[src/rtl/mcc_pkg.sv]
// Shared encodings for the multi-cycle controller: FSM states, opcodes, ALU ops, mux selects.
package mcc_pkg;

  typedef enum logic [2:0] {
    sIF     = 3'b000,
    sID     = 3'b001,
    sEXE_AL = 3'b110,
    sWB_AL  = 3'b111,
    sEXE_BR = 3'b101,
    sEXE_LS = 3'b010,
    sMEM    = 3'b011,
    sWB_L   = 3'b100
  } state_t;

  localparam logic [5:0] op_add   = 6'b000000;
  localparam logic [5:0] op_sub   = 6'b000001;
  localparam logic [5:0] op_addiu = 6'b000010;
  localparam logic [5:0] op_and   = 6'b010000;
  localparam logic [5:0] op_andi  = 6'b010001;
  localparam logic [5:0] op_ori   = 6'b010010;
  localparam logic [5:0] op_or    = 6'b010011;
  localparam logic [5:0] op_sll   = 6'b011000;
  localparam logic [5:0] op_slti  = 6'b011100;
  localparam logic [5:0] op_slt   = 6'b100110;
  localparam logic [5:0] op_sw    = 6'b110000;
  localparam logic [5:0] op_lw    = 6'b110001;
  localparam logic [5:0] op_beq   = 6'b110100;
  localparam logic [5:0] op_bne   = 6'b110101;
  localparam logic [5:0] op_bltz  = 6'b110110;
  localparam logic [5:0] op_j     = 6'b111000;
  localparam logic [5:0] op_jr    = 6'b111001;
  localparam logic [5:0] op_jal   = 6'b111010;
  localparam logic [5:0] op_halt  = 6'b111111;

  localparam logic [2:0] alu_add = 3'b000;
  localparam logic [2:0] alu_sub = 3'b001;
  localparam logic [2:0] alu_slt = 3'b011;
  localparam logic [2:0] alu_sll = 3'b100;
  localparam logic [2:0] alu_or  = 3'b101;
  localparam logic [2:0] alu_and = 3'b110;

  localparam logic [1:0] rd_ra = 2'b00;
  localparam logic [1:0] rd_rt = 2'b01;
  localparam logic [1:0] rd_rd = 2'b10;

  localparam logic [1:0] pc_seq = 2'b00;
  localparam logic [1:0] pc_br  = 2'b01;
  localparam logic [1:0] pc_jr  = 2'b10;
  localparam logic [1:0] pc_j   = 2'b11;

  typedef struct packed {
    logic       pcwre;
    logic       irwre;
    logic       insmemrw;
    logic       mrd;
    logic       mwr;
    logic       regwre;
    logic       alusrca;
    logic       alusrcb;
    logic       dbdatasrc;
    logic       wrregdsrc;
    logic       extsel;
    logic [1:0] regdst;
    logic [1:0] pcsrc;
    logic [2:0] aluop;
  } ctrl_t;

  function automatic logic is_alu_op(input logic [5:0] op);
    case (op)
      op_add, op_sub, op_addiu, op_and, op_andi,
      op_ori, op_or, op_sll, op_slti, op_slt: is_alu_op = 1'b1;
      default:                                is_alu_op = 1'b0;
    endcase
  endfunction

  // I-format ALU ops write rt instead of rd
  function automatic logic is_imm_alu(input logic [5:0] op);
    case (op)
      op_addiu, op_andi, op_ori, op_slti: is_imm_alu = 1'b1;
      default:                            is_imm_alu = 1'b0;
    endcase
  endfunction

  function automatic logic [2:0] alu_of(input logic [5:0] op);
    case (op)
      op_sub, op_beq, op_bne, op_bltz: alu_of = alu_sub;
      op_sll:                          alu_of = alu_sll;
      op_or, op_ori:                   alu_of = alu_or;
      op_and, op_andi:                 alu_of = alu_and;
      op_slt, op_slti:                 alu_of = alu_slt;
      default:                         alu_of = alu_add;
    endcase
  endfunction

endpackage

[src/rtl/mcc_output_decode.sv]
// Combinational control-word decode from (state, op, zero, sign).
// Macro MCC_ILLEGAL_TRAP_EN: unlisted opcodes stall in sID instead of retiring as a NOP.
module mcc_output_decode
  import mcc_pkg::*;
(
  input  state_t     state,
  input  logic [5:0] op,
  input  logic       zero,
  input  logic       sign,
  output ctrl_t      ctrl
);

  logic taken;

  always_comb begin
    taken = ((op == op_beq) & zero) | ((op == op_bne) & ~zero) | ((op == op_bltz) & sign);
  end

  always_comb begin
    ctrl          = '0;
    ctrl.aluop    = alu_of(op);
    ctrl.alusrca  = (op == op_sll);
    ctrl.alusrcb  = is_imm_alu(op) | (op == op_lw) | (op == op_sw);
    ctrl.extsel   = ~((op == op_andi) | (op == op_ori));
    case (state)
      sIF: begin
        ctrl.irwre    = 1'b1;
        ctrl.insmemrw = 1'b1;
      end
      sID: begin
        if (op == op_j) begin
          ctrl.pcwre = 1'b1;
          ctrl.pcsrc = pc_j;
        end else if (op == op_jal) begin
          ctrl.pcwre  = 1'b1;
          ctrl.pcsrc  = pc_j;
          ctrl.regwre = 1'b1;
          ctrl.regdst = rd_ra;
        end else if (op == op_jr) begin
          ctrl.pcwre = 1'b1;
          ctrl.pcsrc = pc_jr;
        end else if (op != op_halt && !is_alu_op(op) && op != op_beq && op != op_bne &&
                     op != op_bltz && op != op_lw && op != op_sw) begin
`ifdef MCC_ILLEGAL_TRAP_EN
          ctrl.pcwre = 1'b0;
`else
          ctrl.pcwre = 1'b1;
`endif
        end
      end
      sWB_AL: begin
        ctrl.pcwre     = 1'b1;
        ctrl.regwre    = 1'b1;
        ctrl.wrregdsrc = 1'b1;
        ctrl.regdst    = is_imm_alu(op) ? rd_rt : rd_rd;
      end
      sEXE_BR: begin
        ctrl.pcwre = 1'b1;
        ctrl.pcsrc = taken ? pc_br : pc_seq;
      end
      sMEM: begin
        if (op == op_sw) begin
          ctrl.mwr   = 1'b1;
          ctrl.pcwre = 1'b1;
        end else if (op == op_lw) begin
          ctrl.mrd = 1'b1;
        end
      end
      sWB_L: begin
        ctrl.pcwre     = 1'b1;
        ctrl.regwre    = 1'b1;
        ctrl.dbdatasrc = 1'b1;
        ctrl.wrregdsrc = 1'b1;
        ctrl.regdst    = rd_rt;
      end
      default: ;
    endcase
  end

endmodule

[src/rtl/multi_cycle_control.sv]
// Multi-cycle MIPS-style controller: state register, next-state logic, reset gating of outputs.
// Macro MCC_ILLEGAL_TRAP_EN: unlisted opcodes hold the FSM in sID (like halt) until reset.
module multi_cycle_control
  import mcc_pkg::*;
#(
  parameter int ALUOP_W = 3
) (
  input  logic               CLK,
  input  logic               Reset,
  input  logic [5:0]         op,
  input  logic               zero,
  input  logic               sign,
  output logic               PCWre,
  output logic               IRWre,
  output logic               InsMemRW,
  output logic               mRD,
  output logic               mWR,
  output logic               RegWre,
  output logic               ALUSrcA,
  output logic               ALUSrcB,
  output logic               DBDataSrc,
  output logic               WrRegDSrc,
  output logic               ExtSel,
  output logic [1:0]         RegDst,
  output logic [1:0]         PCSrc,
  output logic [ALUOP_W-1:0] ALUOp,
  output logic [2:0]         state
);

  state_t cur_state;
  state_t nxt_state;
  ctrl_t  dec;
  ctrl_t  ctrl;

  always_ff @(posedge CLK or posedge Reset) begin
    if (Reset) cur_state <= sIF;
    else       cur_state <= nxt_state;
  end

  always_comb begin
    nxt_state = sIF;
    case (cur_state)
      sIF: nxt_state = sID;
      sID: begin
        if (op == op_j || op == op_jal || op == op_jr)      nxt_state = sIF;
        else if (op == op_halt)                             nxt_state = sID;
        else if (op == op_beq || op == op_bne || op == op_bltz) nxt_state = sEXE_BR;
        else if (op == op_sw || op == op_lw)                nxt_state = sEXE_LS;
        else if (is_alu_op(op))                             nxt_state = sEXE_AL;
        else begin
`ifdef MCC_ILLEGAL_TRAP_EN
          nxt_state = sID;
`else
          nxt_state = sIF;
`endif
        end
      end
      sEXE_AL: nxt_state = sWB_AL;
      sEXE_LS: nxt_state = sMEM;
      sMEM:    nxt_state = (op == op_lw) ? sWB_L : sIF;
      default: nxt_state = sIF;
    endcase
  end

  mcc_output_decode u_decode (
    .state (cur_state),
    .op    (op),
    .zero  (zero),
    .sign  (sign),
    .ctrl  (dec)
  );

  // Reset masks the whole control word, including sIF's IR/imem strobes
  always_comb begin
    ctrl = Reset ? '0 : dec;
  end

  assign PCWre     = ctrl.pcwre;
  assign IRWre     = ctrl.irwre;
  assign InsMemRW  = ctrl.insmemrw;
  assign mRD       = ctrl.mrd;
  assign mWR       = ctrl.mwr;
  assign RegWre    = ctrl.regwre;
  assign ALUSrcA   = ctrl.alusrca;
  assign ALUSrcB   = ctrl.alusrcb;
  assign DBDataSrc = ctrl.dbdatasrc;
  assign WrRegDSrc = ctrl.wrregdsrc;
  assign ExtSel    = ctrl.extsel;
  assign RegDst    = ctrl.regdst;
  assign PCSrc     = ctrl.pcsrc;
  assign ALUOp     = ALUOP_W'(ctrl.aluop);
  assign state     = cur_state;

endmodule

[config.mk]
export PLATFORM = sky130hd
export DESIGN_NAME = multi_cycle_control
export DESIGN_NICKNAME = d
export VERILOG_FILES = /design/src/rtl/mcc_pkg.sv /design/src/rtl/mcc_output_decode.sv /design/src/rtl/multi_cycle_control.sv
export SDC_FILE = /design/constraint.sdc
export NUM_CORES = 1
export LEC_CHECK = 0
export BUFFER_PORTS_ARGS = -buffer_cell sky130_fd_sc_hd__buf_2
export CORE_UTILIZATION = 48
export DETAILED_ROUTE_END_ITERATION = 12
export GPL_TIMING_DRIVEN = 0
export PLACE_DENSITY = 0.84
export SETUP_SLACK_MARGIN = 0.4
export SYNTH_ARGS = -nofsm -noshare
export SYNTH_HDL_FRONTEND = slang
export SYNTH_SLANG_ARGS = --single-unit
[constraint.sdc]
create_clock -name CLK -period 1.98 [get_ports CLK]
set_input_delay 0 -clock CLK [delete_from_list [all_inputs] [get_ports CLK]]
set_output_delay 0 -clock CLK [all_outputs]
set_load 0.02 [all_outputs]
After elaboration in Yosys (flattened, before gate mapping)

Cells that the tools add are included.

Logic and storage cells: 107
Output and inout bits: 21
Input port bits: 10
Flip-flop bits (word level): 3

Bitwise logic cells: 10
Reductions and logical operators: 22
Multiplexer cells: 43
Equality and inequality tests: 31

Operator list:

| cell                                                 | number |
|---|---|
| equality test 6 bit (second input constant)          | 10 |
| equality test 6 x 5 -> 1 bit (second input constant) | 6 |
| != test 6 bit (second input constant)                | 6 |
| case mux 3 bit (5 select lines)                      | 2 |
| two-way mux 1 bit                                    | 24 |
| two-way mux 18 bit                                   | 1 |
| two-way mux 3 bit                                    | 6 |
| equality test 3 bit (second input constant)          | 4 |
| two-way mux 2 bit                                    | 6 |
| OR reduction 10 bit                                  | 1 |
| case mux 2 bit (2 select lines)                      | 2 |
| OR reduction 2 bit                                   | 4 |
| OR reduction 4 bit                                   | 2 |
| equality test 3 x 2 -> 1 bit (second input constant) | 2 |
| equality test 6 x 1 -> 1 bit (second input constant) | 1 |
| equality test 6 x 2 -> 1 bit (second input constant) | 1 |
| logical AND 1 bit                                    | 6 |
| logical NOT 6 bit                                    | 1 |
| logical OR 1 bit                                     | 5 |
| bitwise OR 1 bit                                     | 5 |
| bitwise AND 1 bit                                    | 3 |
| equality test 3 x 1 -> 1 bit (second input constant) | 1 |
| logical NOT 3 bit                                    | 1 |
| case mux 1 bit (3 select lines)                      | 1 |
| other kinds (4)                                      | 5 |

Depth between registers and ports, before layout

Gate-level depths: netlist of run 1.

Depth in word-level cells: 20
Gate-level depth with buffers: 6

Cells and area by module

From an unflattened synthesis of run 1, not the netlist that was laid out.

Cell total of the unflattened synthesis: 134
Area, all modules: 942.2 um^2

By module, submodules not included:

| module              | cells an instance | sequential area each (um^2) | area an instance (um^2) | times used |
|---|---|---|---|---|
| mcc_output_decode   | 78                | 0.0                         | 504.2                   | 1 |
| multi_cycle_control | 56                | 75.1                        | 437.9                   | 1 |

Worst setup path after synthesis of run 1

OpenSTA, ideal clock, no wires.

Kind: register to output
From: register cur_state[2] (netlist: state[2])
To: output InsMemRW
Data required time: 1.980 ns
Data arrival time: 1.770 ns
Cell stages (with the launch flop): 4
Setup slack: 0.210 ns
Buffers on the path: 2
Cell sequence: dfrtp_1 > clkbuf_1 > nor4_1 > buf_4

Word-level cells in the longest chain between the ends: 3

Ends and longest elaborated chain:

| item                   | RTL line                  | RTL |
|---|---|---|
| from (decl)            | multi_cycle_control.sv:30 | `state_t cur_state;` |
| from (signal assigned) | multi_cycle_control.sv:36 | `if (Reset) cur_state <= sIF;` |
| from (signal assigned) | multi_cycle_control.sv:37 | `else cur_state <= nxt_state;` |
| logical NOT 3 bit      | mcc_output_decode.sv:25   | `case (state)` |
| two-way mux 2 bit      | mcc_output_decode.sv:25   |  |
| two-way mux 18 bit     | multi_cycle_control.sv:75 | `ctrl = Reset ? '0 : dec;` |
| to (decl)              | multi_cycle_control.sv:15 | `output logic InsMemRW,` |

No other way between the ends.

Final worst setup path of run 1

From: register cur_state[1] (netlist: state[1])
To: output PCWre

Word-level cells in the longest chain between the ends: 4
Elaborated cells on any way between the ends: 8
Those cells by class: 5 x eq/ne; 2 x mux; 1 x reduce/logical

Ends and longest elaborated chain:

| item                              | RTL line                  | RTL |
|---|---|---|
| equality test 3 bit               | mcc_output_decode.sv:25   |  |
| OR reduction 3 bit (no line)      | --                        |  |
| case mux 1 bit (3 select lines) * | mcc_output_decode.sv:25   |  |
| two-way mux 18 bit *              | multi_cycle_control.sv:75 |  |
| to (decl)                         | multi_cycle_control.sv:13 | `output logic PCWre,` |

Every way passes the cells marked *; elsewhere a longest branch is shown, timed or not.

==> summary.md, run 1 <==
| Metric | Value |
|---|---|
| I/O Pins | 31 |
| Fin cells | roughly 160 |
| Max Freq | roughly 0.59 GHz |
| Clk network pwr share | 0.126 |
| Combinational share of power | 0.754 |
| Synth area leaders | dfrtp_1 (12%), a21oi_1 (7.7%), nand2_1 (7.5%) |
| Top post-synthesis cells by count | nand2_1 (13), a21oi_1 (10), nor2_1 (8), buf_2 (7), nand2b_1 (6) |
| Die area | between 1500 and 2000 µm² |
| Worst EP arrival | ~1.7 ns |
| Fillers | between 80 and 90 |
| First-pass GRT wire length | 3.33 mm |
| Final hold vios | 0 |
| Worst path bufs/invs | 2 |
| Initial antenna violation count | 0 |
| Max transition margin | 0.647 |
| Design Area, Final | 976 µm² |
| Synth Area per Inst | between 6 and 7 µm² |
| CP cell instances | buf_6, or4_1, o32ai_2, buf_4 |
| Final Net Count | 154 |
| Synth Net Count | ~110 |
| HP Class | primary input to register |
| DRC viols | 0 |
| Die W | 38.7 µm |
| Clock sinks | 3 |
| Global Route Usage Sum | 0.321 |
| Synth Register Bits | 3 |
| Pin count of the biggest net entering global routing | 11 |
| Post-Route M1 WL | 968 µm |
| CTS Root Buffer Type | clkbuf_4 |
| Number of port buffers | 28 |
| Fin crit period | 1.68 ns |
| Syn Inst Count | ~100 |
| Vias in the first global route | 793 |
| Core Region | ~1200 µm² |
| Slowest stage delay, CP | about 0.54 ns |
| Met2 wire len | 1.15 mm |
| CTS Buffer Depth | 2 |
| Area occupied by multi-input gates | around 560 µm² |
| Hpwl dp | roughly 1.5 mm |
| Slew @ Worst Pin | 0.526 ns |
| Worst Setup End Kind | primary output |
| WL met3 | about 240 µm |
| Reg-to-reg slack, setup | 0.34 ns |
| Sequential share of power | 0.121 |
| Sequential cell area | between 70 and 80 µm² |
| Peak supply drop | between 0.8 and 0.9 mV |
| Wire per inst | ~15 µm |
| Crit start category | register |
| Final setup TNS | 0 ns |
| Switch Pwr | approximately 410 µW |
| Top Layer Used | met4 |
| DR vias | 986 |
| RePlAce Congestion | about 0.84 |
| Critical Path Slowest Stage Cell | or4_1 |
| Hold slack | about 0.24 ns |
| Tcrit/Tclk final | 0.849 |
| Fin worst setup slack | ~0.30 ns |
| ANT nets after route | 0 |
| EDFF count, synth | 0 |
| H-tree depth | 1 |
| RSZ-0062 raised after global routing | true |
| Starting density of the core | 0.546 |
| Register clock-pin slew on the reported worst setup and hold paths | 0.03 ns |
| Num rows | 12 |
| Cell taking the most area after synthesis | dfrtp_1 |
| Ant diodes | 0 |
| Clock latency at the later pin of the worst-skew pair | 0.24 ns |
| PwrDens | roughly 900 nW/µm² |
| Vias per cell | between 6 and 7 |
| Dpl cells | roughly 150 |
| Total gr overflow | 0 |
| Yosys warning count | 0 |
| Final setup vio count | 0 |
| Status | completed |
| Area after DPL | around 800 µm² |
| CTS Buf Count | 3 |
| Die H | between 30 and 40 µm |
| Critical Path RT | 1.98 ns |
| Critical path peak fanout | 4 |
| Top-count cell post-synth | nand2_1 |
| Max Cap Viol | 0 |
| TritonRoute pass-1 iters | 4 |
| Critical path class | register to primary output |
| Top FF cell, synth | dfrtp_1 |
| Largest register FFs | 3 |
| FFs w/ async S/R, synth | 1.00 |
| Mapped Area | 648 µm² |
| Yosys cell types | 37 |
| Iter 0 DRT Violations | 63 |
| Layout cell share with drive strength beyond 1 | 0.413 |
| CP top delay family | simple AND/OR/NAND/NOR gates |
| Setup Skew | 0.0101 ns |
| Sequential fraction of the synthesis area | 0.116 |
| P_int | just under 500 µW |
| Leakage | between 0.0004 and 0.0005 µW |
| Area share of the largest cell type after synthesis | 0.116 |
| Sw frac | 0.462 |
| CTS tree | done |
| Layout area overhead | 50.6% |
| Final Max Tran Viols | 0 |
| Dpl ws | 0.527 ns |
| DRT Wirelength | between 2 and 2.5 mm |
==> routing by layer <==
layer,global-route usage,vias up
met3,0.0751,10
met2,0.567,77
li1,-,459
met4,0.0776,0
met5,0,-
met1,0.383,440
==> placed cells by master (no fill, tap or decap), types with 2 or more instances in the layout <==
cell type / synthesis / routed
a21oi_1: 10 / 8
a21oi_2: 0 / 2
a31oi_1: 4 / 3
buf_2: 7 / 31
buf_4: 1 / 7
buf_6: 0 / 5
clkbuf_2: 0 / 2
clkbuf_4: 0 / 3
dfrtp_1: 3 / 3
inv_1: 4 / 4
nand2_1: 13 / 12
nand2_2: 1 / 2
nand2b_1: 6 / 6
nor2_1: 8 / 8
nor2b_1: 3 / 3
nor3_1: 3 / 3
nor3b_1: 3 / 3
nor4_1: 4 / 3
o21ai_0: 3 / 3
o22ai_1: 3 / 3
or2_2: 2 / 2
or4_1: 3 / 2
xnor2_1: 2 / 2
==> cells by family (layout without fill, tap and decap cells) <==
family,count (synthesis),count (layout),share of synthesized area
AO/OA/AOI/OAI,32,32,0.319
XOR/XNOR,3,3,0.0405
buffers and inverters,14,54,0.100
flip-flops,3,3,0.116
multiplexers,1,1,0.0154
AND/OR/NAND/NOR,50,50,0.409
==> final cells by class <==
class | count | share of cell area
clock buffer | 4 | 0.0269
timing repair buffer | 36 | 0.231
multi-input combinational | 86 | 0.572
inverter | 4 | 0.0154
sequential | 3 | 0.0769
tap | 14 | 0.0179
buffer | 10 | 0.0603
==> path summary, 6_finish.rpt <==
check | from | to | cells past startpoint
worst max-delay path | state[1] | PCWre | 4
worst min-delay path | op[5] | state[1] | 3
worst max register to register | state[1] | state[2] | 9
worst min register to register | state[0] | state[0] | 2
max in group asynchronous | Reset | state[2] | 3
min in group asynchronous | Reset | state[0] | 3
==> worst min-delay path, delay by kind of cell <==
| family | cells | cell delay [ns] |
|---|---|---|
| AOI/OAI and AO/OA | 2 | 0.27 |
| buffers and inverters | 1 | 0.17 |
==> power by group through the flow <==
stage,clock (µW),sequential [µW],combinational (µW)
floorplan,0,129,286
global placement,0,100,418
detailed placement,0,103,427
CTS,115,104,573
global route,119,109,715
finish,112,108,673
==> through the flow <==
| stage | power [µW] | util |
|---|---|---|
| finish | 893 | 0.823 |
| global route | 943 | 0.823 |
| CTS | 792 | 0.783 |
| detailed placement | 530 | 0.688 |
| global placement | 518 | 0.688 |
| floorplan | 415 | - |
==> repair_timing <==
item                                    CTS  global route
cloned                                    0             0
gates resized for setup                   8            10
buffers inserted                          7             0
hold buffers                              1             0
endpoints found under the hold margin     3             0
endpoints found under the setup margin    3             7
pin swaps                                 5             4
Power figures use the tool's default switching activity.
==> run 2: changes to the inputs <==
--- a/config.mk
+++ b/config.mk
@@ -5,11 +5,12 @@
 export SDC_FILE = /design/constraint.sdc
 export NUM_CORES = 1
 export LEC_CHECK = 0
+export ABC_AREA = 1
 export BUFFER_PORTS_ARGS = -buffer_cell sky130_fd_sc_hd__buf_2
-export CORE_UTILIZATION = 48
+export CORE_UTILIZATION = 44
 export DETAILED_ROUTE_END_ITERATION = 12
 export GPL_TIMING_DRIVEN = 0
-export PLACE_DENSITY = 0.84
+export PLACE_DENSITY = 0.79
 export SETUP_SLACK_MARGIN = 0.4
 export SYNTH_ARGS = -nofsm -noshare
 export SYNTH_HDL_FRONTEND = slang
==> constraint.sdc (replaced) <==
create_clock -name CLK -period 1.65 [get_ports CLK]
set_input_delay 0 -clock CLK [delete_from_list [all_inputs] [get_ports CLK]]
set_output_delay 0 -clock CLK [all_outputs]
set_load 0.02 [all_outputs]
==> summary.md, run 2 <==
| Metric | Value |
|---|---|
| Tcrit/Tclk final | 0.882 |
| Critical Path RT | 1.65 ns (-0.33 ns) |
| Layout cell share with drive strength beyond 1 | 0.497 (+0.0841) |
| Synth Net Count | 119 (+5.3%) |
| Max Freq | roughly 0.7 GHz |
| Final Net Count | 160 (+3.9%) |
| Reg-to-reg critical path startpoint | state[0] |
| Status | completed |
| Max transition margin | 0.670 (+0.0230) |
| CTS tree | done |
| FFs w/ async S/R, synth | 1.00 (unchanged) |
| Fraction of the mapped netlist area in simple logic gates | 0.571 (+0.162) |
| ANT nets after route | 0 (unchanged) |
| Yosys cell types | 22 (-41%) |
| Iter 0 DRT Violations | 23 (-63%) |
| Die area | 1530 µm² (+2.0%) |
| Syn Inst Count | 109 (+5.8%) |
| CTS Root Buffer Type | clkbuf_4 |
| H-tree depth | 1 (unchanged) |
| Top FF cell, synth | dfrtp_1 |
| Register clock-pin slew on the reported worst setup and hold paths | 0.04 ns (about the same) |
| Area occupied by multi-input gates | 487 µm² (-13%) |
| Dpl cells | 154 (+6.2%) |
| Ant diodes | 0 (unchanged) |
| Pin count of the biggest net entering global routing | 11 (unchanged) |
| Hpwl dp | 1.37 mm (-11%) |
| Top post-synthesis cells by count | nand2_1 (21), nor2_1 (19), inv_1 (17), nand3_1 (9), nand3_2 (6) |
| Clock sinks | 3 (unchanged) |
| Setup Skew | 0.000821 ns (-0.00933 ns) |
| Clock latency at the later pin of the worst-skew pair | 0.24 ns (about the same) |
| Final Max Tran Viols | 0 (unchanged) |
| Hold Startpoint | op[0] |
| DR vias | 882 (-11%) |
| CP top delay family | flip-flops |
| First-pass GRT wire length | 2.81 mm (-16%) |
| RePlAce Congestion | 0.978 (+17%) |
| Synth Area per Inst | 5.57 µm² (-12%) |
| Sequential fraction of the synthesis area | 0.124 (+0.00788) |
| Fin crit period | ~1.5 ns |
| DRT Wirelength | 2.01 mm (-16%) |
| CP cell instances | nor2_2, nand2_2, a21oi_2, o21bai_2, buf_4 |
| Top-count cell post-synth | nand2_1 |
| Peak supply drop | 0.680 mV (-20%) |
| Core Region | 1280 µm² (+8.3%) |
| Yosys warning count | 0 (unchanged) |
| Synth Area in XOR/XNOR | 0 (-0.0405) |
| Hold slack | 0.292 ns (+0.0521 ns) |
| Slew @ Worst Pin | 0.495 ns (-0.0304 ns) |
| Adder-cell share of the synthesized area | 0 (unchanged) |
| Wire per inst | 12.3 µm (-20%) |
| Most frequent cells in the layout | buf_2 (22), nand2_1 (18), inv_1 (16), nor2_1 (16), buf_4 (13) |
| DRC viols | 0 (unchanged) |
| Max Cap Viol | 0 (unchanged) |
| Num rows | 13 (+1) |
| Fillers | 113 (+35%) |
| Worst path bufs/invs | 1 (-1) |
| Slowest stage delay, CP | 0.47 ns (-0.07 ns) |
| Cell taking the most area after synthesis | nand2_1 |
| EDFF count, synth | 0 (unchanged) |
| Final setup vio count | 0 (unchanged) |
| Commonest non-fill, non-tap cell in the layout | buf_2 |
| Synth area leaders | nand2_1 (13%), dfrtp_1 (12%), nor2_1 (12%) |
| Final setup TNS | 0 ns (unchanged) |
| Fin cells | 164 (+4.5%) |
| Starting density of the core | 0.472 (-0.0742) |
| Vias in the first global route | 666 (-16%) |
| HP Class | primary input to register |
| Synth Area in Compound Gates | 0.163 (-0.156) |
| I/O Pins | 31 (unchanged) |
| Worst Setup End Kind | primary output |
| Layout area overhead | 51.8% |
| Critical Path Slowest Stage Cell | dfrtp_2 |
| CP Launch Point | state[1] |
| Synth Register Bits | 3 (unchanged) |
| Tot Pwr | 884 µW (-1.0%) |
| Total gr overflow | 0 (unchanged) |
| Mux cell area share after synthesis | 0 (-0.0154) |
| CTS Buf Count | 3 (unchanged) |
| Area share of the largest cell type after synthesis | 0.130 (+0.0141) |
| Critical path peak fanout | 6 (+2) |
| Mapped Area | 607 µm² (-6.4%) |
| Design Area, Final | 921 µm² (-5.6%) |
| Largest register FFs | 3 (unchanged) |
| Combinational family with the most area after synthesis | simple AND/OR/NAND/NOR gates |
| Vias per cell | 5.38 (-14%) |
| Initial antenna violation count | 0 (unchanged) |
| Number of port buffers | 30 (+7.1%) |
| Sequential cell area | 78.8 µm² (+5.0%) |
| Die H | 39.1 µm (+1.0%) |
| Crit start category | register |
| Final hold vios | 0 (unchanged) |
| Critical path class | register to primary output |
| Global Route Usage Sum | 0.270 (-0.0507) |
| TritonRoute pass-1 iters | 4 (unchanged) |
| RSZ-0062 raised after global routing | true |
| Worst EP arrival | 1.46 ns (-0.22 ns) |
| Die W | 39.1 µm (+1.0%) |
| Area after DPL | 787 µm² (-3.5%) |
| CTS Buffer Depth | 2 (unchanged) |
| Leakage | 0.000523 µW (+16%) |
| PwrDens | 960 nW/µm² (+4.9%) |
-- run 2: cell types whose count changed after synthesis, sizes merged, moves of 4 or more --
cell    delta
buf        -7
nand2b     -6
nor4       -4
inv       +16
nor2      +16
nand2      +8
nand3     +14
a21oi      -4
-- run 2: where the power goes --
part / internal, µW / switching [µW]
registers: 107 / 63.6
clock network: 91.0 / 44.3
logic: 236 / 342
-- run 2: repair_timing --
action,in CTS,in global routing
pin swaps,2,6
endpoints found under the hold margin,3,0
setup endpoints to repair,10,12
resized for setup,10,11
hold buffers,1,0
buffers inserted,4,1
-- run 2: area by class of cell --
class,instances,share of cell area
buffer,2,0.0122
tap,15,0.0204
timing repair buffer,36,0.240
multi-input combinational,84,0.529
inverter,20,0.0842
sequential,3,0.0856
clock buffer,4,0.0285
-- run 2: path summary, 6_finish.rpt --
check / cells past startpoint / to / slack, ns
max: 5 / RegWre / 0.19
min: 5 / state[2] / 0.29
max reg2reg: 7 / state[1] / 0.57
min reg2reg: 3 / state[0] / 0.62
max in group asynchronous: 3 / state[1] / 1.17
min in group asynchronous: 3 / state[2] / 0.31
-- run 2: routing by layer --
metal  part of all wire  vias up  global-route usage
met1               0.41      400               0.360
met4             0.0060        0              0.0776
li1                   -      433                   -
met2               0.51       46               0.446
met5                  0        -                   0
met3              0.065        3              0.0347
-- run 2: kinds of logic after synthesis --
| kind of cell | count (synthesis) |
|---|---|
| AND/OR/NAND/NOR | 69 |
| buffers and inverters | 22 |
| AO/OA/AOI/OAI | 15 |
| flip-flops | 3 |
-- run 2: worst min-delay path: stages --
cell and delay [ns]:
buf_2 0.14, nand2_2 0.11, nor2_2 0.06, nand4_1 0.10, nand3_2 0.07
-- run 2: metrics by stage --
step / worst slack (ns) / util
2_1_floorplan: 0.425 / -
3_3_place_gp: 0.458 / 0.612
3_5_place_dp: 0.448 / 0.612
4_1_cts: 0.261 / 0.685
5_1_grt: 0.124 / 0.717
6_report: 0.194 / 0.717
